[src/rtl/hex_display_sched.sv]
// Shares one 4-digit hex display between four 16-bit sources: source 0 preempts,
// sources 1..3 rotate round-robin with a fixed dwell time per source.
module hex_display_sched #(
   parameter int unsigned DWELL = 50000000,
   parameter int unsigned CNT_W = 26
) (
   input  logic        clk,
   input  logic        rst_n,
   input  logic [3:0]  i_req,
   input  logic [63:0] i_data,
   input  logic        i_freeze,
   output logic [15:0] o_data,
   output logic [1:0]  o_src,
   output logic        o_active,
   output logic        o_switch
);

   typedef enum logic [1:0] {IDLE, SHOW, PREEMPT} state_e;

   localparam logic [CNT_W-1:0] CNT_LAST = CNT_W'(DWELL - 1);

   state_e           state_q, state_d;
   logic [1:0]       src_q, src_d;
   logic [1:0]       saved_q, saved_d;
   logic [CNT_W-1:0] cnt_q, cnt_d;
   logic [15:0]      data_q, data_d;
   logic             active_q, active_d;
   logic             switch_q, switch_d;
   logic [1:0]       nxt;

   // First requester strictly after s in the ring 1->2->3->1, with s itself
   // checked last; 0 means nobody in the rotation is requesting.
   function automatic logic [1:0] rr_next(input logic [1:0] s, input logic [3:0] req);
      logic [1:0] c;
      rr_next = 2'd0;
      c = s;
      for (int k = 0; k < 3; k++) begin
         c = (c == 2'd3) ? 2'd1 : c + 2'd1;
         if (req[c] && rr_next == 2'd0) rr_next = c;
      end
   endfunction

   always_ff @(posedge clk or negedge rst_n) begin
      if (!rst_n) begin
         state_q  <= IDLE;
         src_q    <= 2'd0;
         saved_q  <= 2'd1;
         cnt_q    <= '0;
         data_q   <= 16'h0;
         active_q <= 1'b0;
         switch_q <= 1'b0;
      end else begin
         state_q  <= state_d;
         src_q    <= src_d;
         saved_q  <= saved_d;
         cnt_q    <= cnt_d;
         data_q   <= data_d;
         active_q <= active_d;
         switch_q <= switch_d;
      end
   end

   always_comb begin
      state_d = state_q;
      src_d   = src_q;
      saved_d = saved_q;
      cnt_d   = cnt_q;
      nxt     = 2'd0;
      case (state_q)
         IDLE: begin
            nxt = rr_next(2'd3, i_req);
            if (i_req[0]) begin
               state_d = PREEMPT;
               src_d   = 2'd0;
               cnt_d   = '0;
            end else if (nxt != 2'd0) begin
               state_d = SHOW;
               src_d   = nxt;
               cnt_d   = '0;
            end
         end
         SHOW: begin
            if (i_req[0]) begin
               state_d = PREEMPT;
               saved_d = src_q;
               src_d   = 2'd0;
               cnt_d   = '0;
            end else if (!i_req[src_q]) begin
               nxt     = rr_next(src_q, i_req);
               state_d = (nxt != 2'd0) ? SHOW : IDLE;
               src_d   = nxt;
               cnt_d   = '0;
            end else if (!i_freeze) begin
               // On expiry the current source is still requesting, so rr_next
               // never returns 0 here and may return src_q itself.
               if (cnt_q == CNT_LAST) begin
                  src_d = rr_next(src_q, i_req);
                  cnt_d = '0;
               end else begin
                  cnt_d = cnt_q + 1'b1;
               end
            end
         end
         PREEMPT: begin
            if (!i_req[0]) begin
               nxt     = i_req[saved_q] ? saved_q : rr_next(saved_q, i_req);
               state_d = (nxt != 2'd0) ? SHOW : IDLE;
               src_d   = nxt;
               cnt_d   = '0;
            end
         end
         default: begin
            state_d = IDLE;
            src_d   = 2'd0;
            cnt_d   = '0;
         end
      endcase
   end

   always_comb begin
      active_d = (state_d != IDLE);
      data_d   = active_d ? i_data[{src_d, 4'b0000} +: 16] : 16'h0;
      switch_d = (src_d != src_q) || (active_d != active_q);
   end

   assign o_data   = data_q;
   assign o_src    = src_q;
   assign o_active = active_q;
   assign o_switch = switch_q;

endmodule

[config.mk]
export PLATFORM = sky130hd
export DESIGN_NAME = hex_display_sched
export DESIGN_NICKNAME = d
export VERILOG_FILES = /design/src/rtl/hex_display_sched.sv
export SDC_FILE = /design/constraint.sdc
export NUM_CORES = 1
export LEC_CHECK = 0
export ABC_AREA = 1
export ABC_CLOCK_PERIOD_IN_PS = 2700
export CORE_ASPECT_RATIO = 1.4
export CORE_UTILIZATION = 52
export DETAILED_ROUTE_END_ITERATION = 16
export PLACE_DENSITY = 0.92
export SLEW_MARGIN = 0
export SYNTH_ARGS = -nofsm -noshare
export SYNTH_HDL_FRONTEND = slang
export SYNTH_SLANG_ARGS = --single-unit
[constraint.sdc]
create_clock -name clk -period 2.7 [get_ports clk]
set_input_delay 0.405 -clock clk [delete_from_list [all_inputs] [get_ports clk]]
set_output_delay 0.405 -clock clk [all_outputs]
set_load 0.05 [all_outputs]
Word-level counts from Yosys, hierarchy flattened

Index checks and enable logic that the tools add are counted.

Add/subtract/negate cells: 7
Order comparisons: 8
Equality and inequality tests: 14
Shifts and indexed selects: 1
Mux-type cells: 87
Reductions and logical operators: 24

Operators by type and width:

| operator                | number |
|---|---|
| $mux W26                | 7 |
| $mux W2                 | 57 |
| $pmux W26 S3            | 1 |
| $shiftx A64 B7 Y16      | 1 |
| $add A26 B1 Y26 const B | 1 |
| $eq A26 B26 Y1 const B  | 1 |
| $lt A2 B3 Y1 const B    | 8 |
| $logic_not A2 Y1        | 9 |
| $bmux W1 S2             | 8 |
| $mux W16                | 1 |
| $eq A2 B2 Y1 const B    | 7 |
| $add A2 B1 Y2 const B   | 6 |
| $pmux W2 S3             | 2 |
| $mux W1                 | 11 |
| $logic_and A1 B1 Y1     | 8 |
| $reduce_bool A2 Y1      | 4 |
| $ne A4 B4 Y1 const B    | 1 |
| $ne A3 B3 Y1 const B    | 1 |
| $reduce_and A3 Y1       | 1 |
| $eq A2 B1 Y1 const B    | 1 |
| $ne A2 B2 Y1            | 1 |
| $ne A2 B2 Y1 const B    | 1 |
| $reduce_and A2 Y1       | 1 |
| $logic_or A1 B1 Y1      | 1 |
| $ne A1 B1 Y1            | 1 |

Flip-flop bits (word level): 50
Output and inout port bits: 20
Word-level logic and storage cells: 148

Logic depth before layout (Yosys ltp)

Depth after elaboration: 28
Mapped depth: 18

Worst setup path after synthesis

OpenSTA, ideal clock, no wires.

Kind: register to register
Start point: reg src_q[0] (netlist: o_src[0])
End point: reg data_q[5] (netlist: o_data[5])
Setup time: 0.073 ns
Arrival time: 2.493 ns
Path slack: 0.134 ns
Cell stages (with the launch flop): 17
Buffers on the path: 1
Period minus slack after synthesis: 2.566 ns
Path through: dfrtp_1 > inv_2 > ha_1 > nor2_1 > inv_1 > nand3_1 > nand2_1 > nand2_1 > nor2_1 > nor2_1 > nand2_1 > nand3_2 > nand3_4 > buf_6 > nand2_1 > nand3_1 > a21oi_2

Longest elaborated chain between the ends: 28

RTL lines:

| item                                                 | RTL line | text |
|---|---|---|
| from (decl)                                          | 23       | `logic [1:0] src_q, src_d;` |
| from (signal assigned)                               | 54       | `src_q <= src_d;` |
| $add A2 B1 Y2 / $eq A2 B2 Y1 (equally long branches) | 38       | `c = (c == 2'd3) ? 2'd1 : c + 2'd1;` |
| $mux W2                                              | 38       |  |
| $bmux W1 S2                                          | 39       | `if (req[c] && rr_next == 2'd0) rr_next = c;` |
| $mux W1 (not written as such)                        | 39       |  |
| $mux W2                                              | 39       |  |
| $mux W2                                              | 96       | `if (cnt_q == CNT_LAST) begin` |
| $mux W2                                              | 93       | `end else if (!i_freeze) begin` |
| $mux W2                                              | 88       | `end else if (!i_req[src_q]) begin` |
| [... 13 more ...]                                    | -        |  |
| $mux W2                                              | 96       |  |
| $mux W2                                              | 93       |  |
| $mux W2                                              | 88       |  |
| $mux W2                                              | 83       | `if (i_req[0]) begin` |
| $pmux W2 S3                                          | 69       | `case (state_q)` |
| $shiftx A64 B7 Y16                                   | 122      | `data_d = active_d ? i_data[{src_d, 4'b0000} +: 16] : 16'h0;` |
| $mux W16 (*)                                         | 122      |  |
| net data_d[5]                                        | 26       | `logic [15:0] data_q, data_d;` |
| to (signal assigned)                                 | 57       | `data_q <= data_d;` |
| to (decl)                                            | 26       |  |

The timed path passes the listed nets; every way through them passes the cells marked *. The select of a mux whose other input is x is not followed.
A chain may end at the register's enable or synchronous reset.

Worst setup path in the final report

Start point: reg saved_q[0]
End point: reg data_q[14] (netlist: o_data[14])

Longest elaborated chain between the ends: 24

RTL lines:

| item                                                                       | RTL line | text |
|---|---|---|
| from (decl)                                                                | 24       | `logic [1:0] saved_q, saved_d;` |
| from (signal assigned)                                                     | 55       | `saved_q <= saved_d;` |
| $add A2 B1 Y2 / $eq A2 B2 Y1 (equally long branches)                       | 38       |  |
| $mux W2                                                                    | 38       |  |
| $bmux W1 S2                                                                | 39       |  |
| $mux W1 (not written as such)                                              | 39       |  |
| $mux W2                                                                    | 39       |  |
| $mux W2                                                                    | 105      | `if (!i_req[0]) begin` |
| $mux W2                                                                    | 69       |  |
| $logic_not A2 Y1                                                           | 39       |  |
| [... 5 more ...]                                                           | -        |  |
| $logic_and A1 B1 Y1                                                        | 39       |  |
| $mux W2                                                                    | 39       |  |
| $mux W2                                                                    | 105      |  |
| $mux W2                                                                    | 69       |  |
| $mux W2 (*)                                                                | 106      | `nxt = i_req[saved_q] ? saved_q : rr_next(saved_q, i_req);` |
| parallel branches: the longest is 5 deep, another holds $shiftx A64 B7 Y16 | -        |  |
| $mux W16 (*)                                                               | 122      |  |
| net data_d[14]                                                             | 26       |  |

Mark *: on every way through the listed nets, which the timed path passes. The select of a mux whose other input is x is not followed.

==> key figures <==
Clocking
  • Clk_lat worst skew: 310 ps
  • TritonCTS Buffers: 5
  • Longest Clk Path Bufs: 2
  • Root Driver: clkbuf_8
  • Clk slew on worst S/H paths: 90 ps
  • TritonCTS clock tree: done
  • Clock Sinks: 50
  • H-tree Lvls: 2

Global route
  • First-pass GRT wire length: approximately 18000 µm
  • Vias in the first global route: 4295
  • All-Layer GR Usage: 27.6%
  • Grt ovf: 0
  • Largest net degree at the start of global routing: 44
  • Initial antenna violation count: 0

Power and ir drop
  • P_sw: 2.30 mW
  • Clock group share of total power: a little under 10%
  • Int Pwr: between 2 and 2.5 mW
  • P_leak: 2.49 nW
  • Switching Share: 52.3%
  • Max VDD drop: 0.469 mV
  • Logic gate share of total power: between 60% and 70%
  • Pwr per Cell Area: 852 nW/µm²
  • Total Power: 4.39 mW
  • Flop pwr share: 23.1%

Place
  • Placer Congestion: 0.977
  • Placed Cells: between 700 and 800
  • IO buf count: 90
  • Placed Instance Area: 4990 µm²
  • Setup WS pre-CTS: 61.7 ps
  • HPWL Detailed: around 8400 µm

Critical path
  • Top delay family on crit path: simple AND/OR/NAND/NOR gates
  • Crit path max-delay cell type: dfstp_2
  • CP most frequent cell: nand2_1
  • CP Buf/Inv Count: 4
  • Worst R2R Setup Slack: about 130 ps
  • Setup Crit Path Kind: reg2reg
  • Crit path DAT: 2800 ps
  • Slowest stage delay, CP: about 560 ps
  • Crit-path cells: inv_1, ha_1, inv_1, nand2_1, nand3_1, nand2_1, inv_1, a21boi_1, nand2_1, nand2_1, nand2_1, nand2_4, inv_2, nor2_4, nand3_1, a21oi_2
  • Crit start category: flip-flop
  • Crit-path max FO: 8
  • Crit end category: flip-flop
  • Required time worst endpoint: 2940 ps

Floorplan
  • IO Pins: 91
  • Total die area: ~8100 µm²
  • Die width: 76.4 µm
  • Core footprint: around 7400 µm²
  • Starting Density: 54.4%
  • Die Ht: approximately 110 µm
  • Rows: 37

Routing
  • DRT met1 WL: 4110 µm
  • Detailed-route DRC error count: 0
  • Met2 WL: 5980 µm
  • Routed WL: 11200 µm
  • First-pass detailed-route iteration total: 6
  • Antenna-violating nets left: 0
  • Vias per Instance: ~5.6
  • Metal3 WL: 737 µm
  • Max Used Layer: met4
  • Vias: 4389
  • Starting DRT DRC Count: 322
  • WL per Instance: 14.2 µm

Logic synthesis
  • Netlist cell types: 44
  • Yosys reg bits: 50
  • Top_reg_cell synth: dfrtp_1
  • Ys async rst share: 100%
  • Yosys warns: 0
  • Mapped Nets: 679
  • EDFF count, synth: 0
  • Synthesized cell area: 4030 µm²
  • Post-Syn Area per Cell: 6.71 µm²
  • Post-synthesis instance total: around 600
  • Sequential share of the synthesized area: 31.1%

Timing
  • Relative slew slack: 63.7%
  • Fin Hold WS: 473 ps
  • Setup ws final: 132 ps
  • Setup TNS: 0 ps
  • Clock skew: approximately 7.5 ps
  • Slew Limit Fails: 0
  • Final min period: 2570 ps
  • Worst-margin pin slew: 543 ps
  • Final worst-path cycle share: 95.1%
  • Final setup vio count: 0
  • Fmax: 389 MHz
  • Final hold vios: 0

Flow run
  • Max Cap Violations: 0

Worst hold path
  • Min-Delay Path Class: in2async

Layout
  • Syn-to-layout area delta: 27.6%
  • Post-Layout Cell Count: 787
  • Final #Nets: 768
  • Final core occ: 69.5%
  • Ant diodes: 0
  • Fill count: 606
  • Post-route cell area: 5150 µm²
  • Fraction of layout cells with a size suffix above 1: 10.7%

Outcome
  • Status: finished, final reports clean
-- cell usage in the layout, fill, tap and decap left out, drive strengths merged, types with 14 or more instances in the layout --
| master | n |
|---|---|
| nand4 | 45 |
| nor3 | 14 |
| o21ai | 19 |
| nand3 | 73 |
| nor2 | 52 |
| nand2 | 133 |
| dfrtp | 49 |
| inv | 127 |
| a21oi | 36 |
| clkdlybuf4s50 | 89 |
-- kinds of logic after synthesis --
group / share of synthesized area [%]
fa+ha+maj: 2.17
flops: 31.1
compound gates: 10.2
xor+xnor: 1.52
buf+inv: 15.5
simple gates: 39.5
-- cell usage after synthesis (11+ instances only) --
| library cell | number | area, µm² |
|---|---|---|
| nand2_1 | 126 | 473 |
| inv_1 | 111 | 417 |
| nand3_1 | 65 | 325 |
| dfrtp_1 | 49 | 1230 |
| nand4_1 | 45 | 282 |
| nor2_1 | 43 | 161 |
| a21oi_1 | 24 | 120 |
| inv_2 | 14 | 52.6 |
| o21ai_0 | 14 | 70.1 |
| a21oi_2 | 12 | 105 |
| nor3_1 | 11 | 55.1 |
-- timing repair --
action,4_1_cts,5_1_grt
endpoints found under the hold margin,6,0
setup endpoints to repair,0,17
gates resized for setup,0,9
setup buffers,0,1
hold buffers,1,0
-- final timing paths --
path	end	depth (start not counted)	from
worst max-delay path	o_data[14]	16	saved_q[0]
worst min-delay path	saved_q[1]	2	rst_n
worst max register to register	o_data[14]	16	saved_q[0]
worst min register to register	saved_q[0]	2	saved_q[0]
max in group asynchronous	cnt_q[19]	3	rst_n
min in group clk	saved_q[0]	2	saved_q[0]
-- registers in the layout, indices dropped and copies added, names as in the netlist --
signal,count
state_q,2
o_src,2
o_switch,1
saved_q,2
o_active,1
o_data,16
cnt_q,26
-- final cells by class --
class                      count  area [µm²]  area share, %
sequential                    50        1250           24.3
clock buffer                   6        72.6           1.41
multi-input combinational    406        2200           42.8
inverter                     127         487           9.46
clock inverter                 1        7.51          0.146
tap                           97         121           2.36
timing repair buffer         100        1000           19.5
-- per-layer routing --
metal,vias to the layer above,GRT usage [%]
met4,0,12.9
met1,2048,28.8
met2,180,52.5
met3,35,5.15
met5,-,0
li1,2126,-
-- power groups by stage --
stage                     clock [mW]  combinational [mW]  sequential, mW
after floorplan                    0                1.62            1.48
after global placement             0                2.70            1.03
after detailed placement           0                2.78            1.03
after CTS                      0.431                2.79            1.02
after global routing           0.461                3.19            1.02
final                          0.429                2.94            1.01
(Power assumes the default switching activity.)
